$ cat src/rtl/fifo_flagged.sv
// Single-clock FIFO with occupancy count, programmable almost flags,
// sticky overflow/underflow error flags and a registered or
// first-word-fall-through read port.
module fifo_flagged #(
  parameter int DataWidth      = 32,
  parameter int Depth          = 16,
  parameter int PtrWidth       = $clog2(Depth),
  parameter int AlmostFullThr  = 12,
  parameter int AlmostEmptyThr = 2,
  parameter int Fwft           = 0
) (
  input  logic                 clk,
  input  logic                 rst_n,
  input  logic                 writeEn,
  input  logic [DataWidth-1:0] writeData,
  input  logic                 readEn,
  output logic [DataWidth-1:0] readData,
  output logic                 readValid,
  output logic                 full,
  output logic                 empty,
  output logic                 almostFull,
  output logic                 almostEmpty,
  output logic [PtrWidth:0]    count,
  output logic                 overflow,
  output logic                 underflow,
  input  logic                 clrErr
);

  // Pointers carry one extra wrap bit so full and empty are distinguishable.
  logic [PtrWidth:0]    wr_ptr, rd_ptr;
  logic [DataWidth-1:0] mem [Depth];
  logic                 wr_acc, rd_acc;

  // Acceptance uses pre-edge flags only: no bypass when full or empty.
  assign wr_acc      = writeEn & ~full;
  assign rd_acc      = readEn & ~empty;

  assign count       = wr_ptr - rd_ptr;
  assign full        = (count == (PtrWidth+1)'(Depth));
  assign empty       = (count == '0);
  assign almostFull  = (count >= (PtrWidth+1)'(AlmostFullThr));
  assign almostEmpty = (count <= (PtrWidth+1)'(AlmostEmptyThr));

  // Pointer advance on accepted requests; reset discards all entries.
  always_ff @(posedge clk or negedge rst_n) begin
    if (!rst_n) begin
      wr_ptr <= '0;
      rd_ptr <= '0;
    end else begin
      if (wr_acc) wr_ptr <= wr_ptr + 1'b1;
      if (rd_acc) rd_ptr <= rd_ptr + 1'b1;
    end
  end

  // Storage array; contents intentionally not reset.
  always_ff @(posedge clk) begin
    if (wr_acc) mem[wr_ptr[PtrWidth-1:0]] <= writeData;
  end

  // Sticky error flags; a new error in the clear cycle keeps the flag set.
  always_ff @(posedge clk or negedge rst_n) begin
    if (!rst_n) begin
      overflow  <= 1'b0;
      underflow <= 1'b0;
    end else begin
      overflow  <= (writeEn & full)  | (overflow  & ~clrErr);
      underflow <= (readEn  & empty) | (underflow & ~clrErr);
    end
  end

  generate
    if (Fwft == 0) begin : g_reg
      logic [DataWidth-1:0] rd_data_q;
      logic                 rd_valid_q;

      // Registered read: data lands the edge after acceptance, valid for one cycle.
      always_ff @(posedge clk or negedge rst_n) begin
        if (!rst_n) begin
          rd_data_q  <= '0;
          rd_valid_q <= 1'b0;
        end else begin
          rd_valid_q <= rd_acc;
          if (rd_acc) rd_data_q <= mem[rd_ptr[PtrWidth-1:0]];
        end
      end

      assign readData  = rd_data_q;
      assign readValid = rd_valid_q;
    end else begin : g_fwft
      // Head word is presented directly; readEn acknowledges it.
      assign readData  = mem[rd_ptr[PtrWidth-1:0]];
      assign readValid = ~empty;
    end
  endgenerate

endmodule

$ cat config.mk
export PLATFORM = sky130hd
export DESIGN_NAME = fifo_flagged
export DESIGN_NICKNAME = d
export VERILOG_FILES = /design/src/rtl/fifo_flagged.sv
export SDC_FILE = /design/constraint.sdc
export NUM_CORES = 1
export LEC_CHECK = 0
export ABC_AREA = 0
export ABC_CLOCK_PERIOD_IN_PS = 7450
export CORE_AREA = 2 2 200 202
export CTS_CLUSTER_SIZE = 25
export DETAILED_ROUTE_END_ITERATION = 10
export DIE_AREA = 0 0 202 204
export DONT_BUFFER_PORTS = 1
export HOLD_SLACK_MARGIN = 0.03
export PLACE_DENSITY = 0.7
export SYNTH_ARGS = -nofsm -noshare
export SYNTH_HDL_FRONTEND = slang
export SYNTH_SLANG_ARGS = --single-unit
$ cat constraint.sdc
create_clock -name clk -period 7.45 [get_ports clk]
set_clock_uncertainty 0.2 [all_clocks]
set_input_delay 1.49 -clock clk [delete_from_list [all_inputs] [get_ports clk]]
set_output_delay 1.49 -clock clk [all_outputs]
set_load 0.01 [all_outputs]
==> metrics <==
wire per inst=27.86 um; final wirelength=42,710 um; Reg2Reg Setup Slack=3090 ps; crit path time final=5085 ps; post-cts resize count=0; Seq/Total Area, Yosys=77.62%; nature of the critical path endpoint=primary output; finished layout cell area=23,510 um2; DRC=0; Seq cells post-synth=557; Synth cell types=38; CP Launch Type=flip-flop; Area Growth Syn to Fin=10.60%; fraction of layout instances using a drive strength above 1=27.18%; crit-path cells=fa_1 > nand2b_1 > a21oi_2 > xor2_2 > inv_2 > a2111oi_0; count leader, synth=edfxtp_1; initial antenna violation count=0; synth top area cells=edfxtp_1 72%, mux4_2 14%, dfrtp_1 5.3%; Total GRT Usage=21.44%; vias in the first global route=9,939; Port Buffers=0; CTS Sinks=557; Die Wd=202 um; Worst EP required=5760 ps; Synth top area share=72.32%; via count=9,473; cell taking the most area after synthesis=edfxtp_1; Die Footprint=41,210 um2; arrival time worst endpoint=3400 ps; Power Density=396.3 nW/um2; setup TNS=0 ps; Crit path max-delay family=compound AO/OA/AOI/OAI gates; Core ar.=39,180 um2; Worst-path clk slew=60 ps; Area after DPL=21,810 um2; Synth Area in Adders=0.6239%; Setup CP Type=flip-flop to primary output; # diodes=0; WP buf/inv=1; Post-Synth XOR/XNOR Area=0.5650%; status=finished, final reports clean; Post-CTS Setup Repair Bufs=0; first-pass GRT wire length=64,630 um; Layout Cells excl Fill=1,533; slowest library cell on the worst path=a2111oi_0; final count of negative-setup-slack endpoints=0; Util after Layout=60.00%; Die Y=204 um; Max-slew headroom=16.15%; Post-synth EDFFs=512; worst-case clock buffer depth=3; starting density of the core=54.25%; post-DR vias/cell=6.179; post-synthesis mux area share=15.62%; Initial DRT Pass Iterations=5; Worst Path Max Fanout=37; syn avg cell area=22.45 um2; Cell Area, Synth=21,260 um2; Slew Limit Fails=0; Fin. Hold Viols=0; worst vdd ir=0.2106 mV; Tot Pwr=9.319 mW; GPL Wtd Cong=0.7734; Synth async-reset ratio=8.079%; Slew @ Worst Pin=1255 ps; DR iter-0 viols=807; Worst path max stage delay=720 ps; largest family of logic cells by synthesized area=multiplexers; H-tree depth=2; unrepaired setup endpoints after global routing=no; YS warnings=0; Top Ports=81; Synth Flop Type=edfxtp_1; synth cell count leaders=512 x edfxtp_1, 128 x mux4_2, 64 x a22oi_1, 45 x dfrtp_1, 35 x nand2_1; Syn Nets=994; largest net degree at the start of global routing=57; clock latency on the worst-skew pair=590 ps; Compound-Gate Fraction of Synth Area=2.743%; simple logic cell fraction of the synthesized area=1.577%; hold crit path type=flip-flop to flip-flop; num rows=73; DP Cell Count=1,433; f_max=196.7 MHz; Hold Buf Count CTS=0; CTS tree=yes; post-DP HPWL=21,430 um; max_cap viols=0; CTS Buf Count=54; nets=1,011; Cells after Synth=947; DRT antenna net count=0; period utilization=68.26%; total gr overflow=0; Root Driver=clkbuf_16; leakage power total=7.620 nW
[metal layers]
layer / GRT usage, % / part of all wire, % / vias to the layer above
li1: - / - / 3998
met1: 29.12 / 41 / 5121
met2: 35.38 / 50 / 279
met3: 4.416 / 5.9 / 75
met4: 6.828 / 2.6 / 0
met5: 0 / 0 / -
[cell families after synthesis]
logic type,after synthesis
adder cells (fa/ha/maj),10
multiplexers,164
flip-flops,557
XOR/XNOR,12
buffers and inverters,56
AO/OA/AOI/OAI,77
AND/OR/NAND/NOR,71
[path summary, 6_finish.rpt]
kind	start	end	cells past startpoint
setup / recovery	rd_ptr[1]$_DFFE_PN0P_	almostEmpty	6
hold reg to reg	rd_ptr[4]$_DFFE_PN0P_	rd_ptr[4]$_DFFE_PN0P_	1
setup reg to reg	rd_ptr[1]$_DFFE_PN0P_	mem[14][5]$_DFFE_PP_	7
max in group asynchronous	rst_n	readData[4]$_DFFE_PN0P_	0
min in group asynchronous	rst_n	readData[16]$_DFFE_PN0P_	0
hold / removal	rd_ptr[4]$_DFFE_PN0P_	rd_ptr[4]$_DFFE_PN0P_	1
[per-stage QoR]
step / hold WS, ps / setup slack [ps]
6_report: 287.5 / 2365
3_5_place_dp: 274.7 / 2930
5_1_grt: 297.9 / 2223
4_1_cts: 286.9 / 2316
2_1_floorplan: 260.4 / 3051
3_3_place_gp: 274.2 / 2949
[worst register-to-register path: stages (launching register included)]
cell and delay [ps]:
dfrtp_4 710, fa_1 540, nand2b_1 180, a21oi_2 180, xor2_2 300, inv_2 190, a21boi_2 520, and3_2 1140
[area by class of cell]
| type | instances | area, um2 |
|---|---|---|
| Tap cell | 525 | 656.9 |
| Clock buffer | 81 | 1534 |
| Timing Repair Buffer | 7 | 52.55 |
| Multi-Input combinational cell | 334 | 4552 |
| Sequential cell | 557 | 16510 |
| Fill cell | 2694 | 15670 |
| Clock inverter | 19 | 170.2 |
| Inverter | 10 | 37.54 |
[cells in the final DEF (no fill, tap or decap), drive strengths merged, types with 2 or more instances in the layout]
| cell type | instances |
|---|---|
| dfrtp | 45 |
| and3 | 15 |
| clkbuf | 81 |
| xnor2 | 6 |
| nand3 | 3 |
| a22oi | 64 |
| nand4 | 2 |
| nor2 | 10 |
| nor2b | 2 |
| a21oi | 6 |
| ha | 9 |
| xor2 | 6 |
| bufinv | 3 |
| a22o | 2 |
| edfxtp | 512 |
| nand2 | 35 |
| inv | 11 |
| o211ai | 2 |
| mux2 | 35 |
| mux4 | 128 |
| clkinv | 14 |
| buf | 7 |
[sequential cells by signal, indices dropped and copies added, names as in the netlist]
name       flops
readValid      1
rd_ptr         5
readData      32
underflow      1
mem          512
wr_ptr         5
overflow       1
[power breakdown]
part	internal (mW)	leakage [nW]	switching [mW]
logic	1.14	1.62	1.41
registers	3.87	5.16	0.262
clock network	1.52	0.835	1.12
total	6.53	7.62	2.79
(Power assumes the default switching activity.)
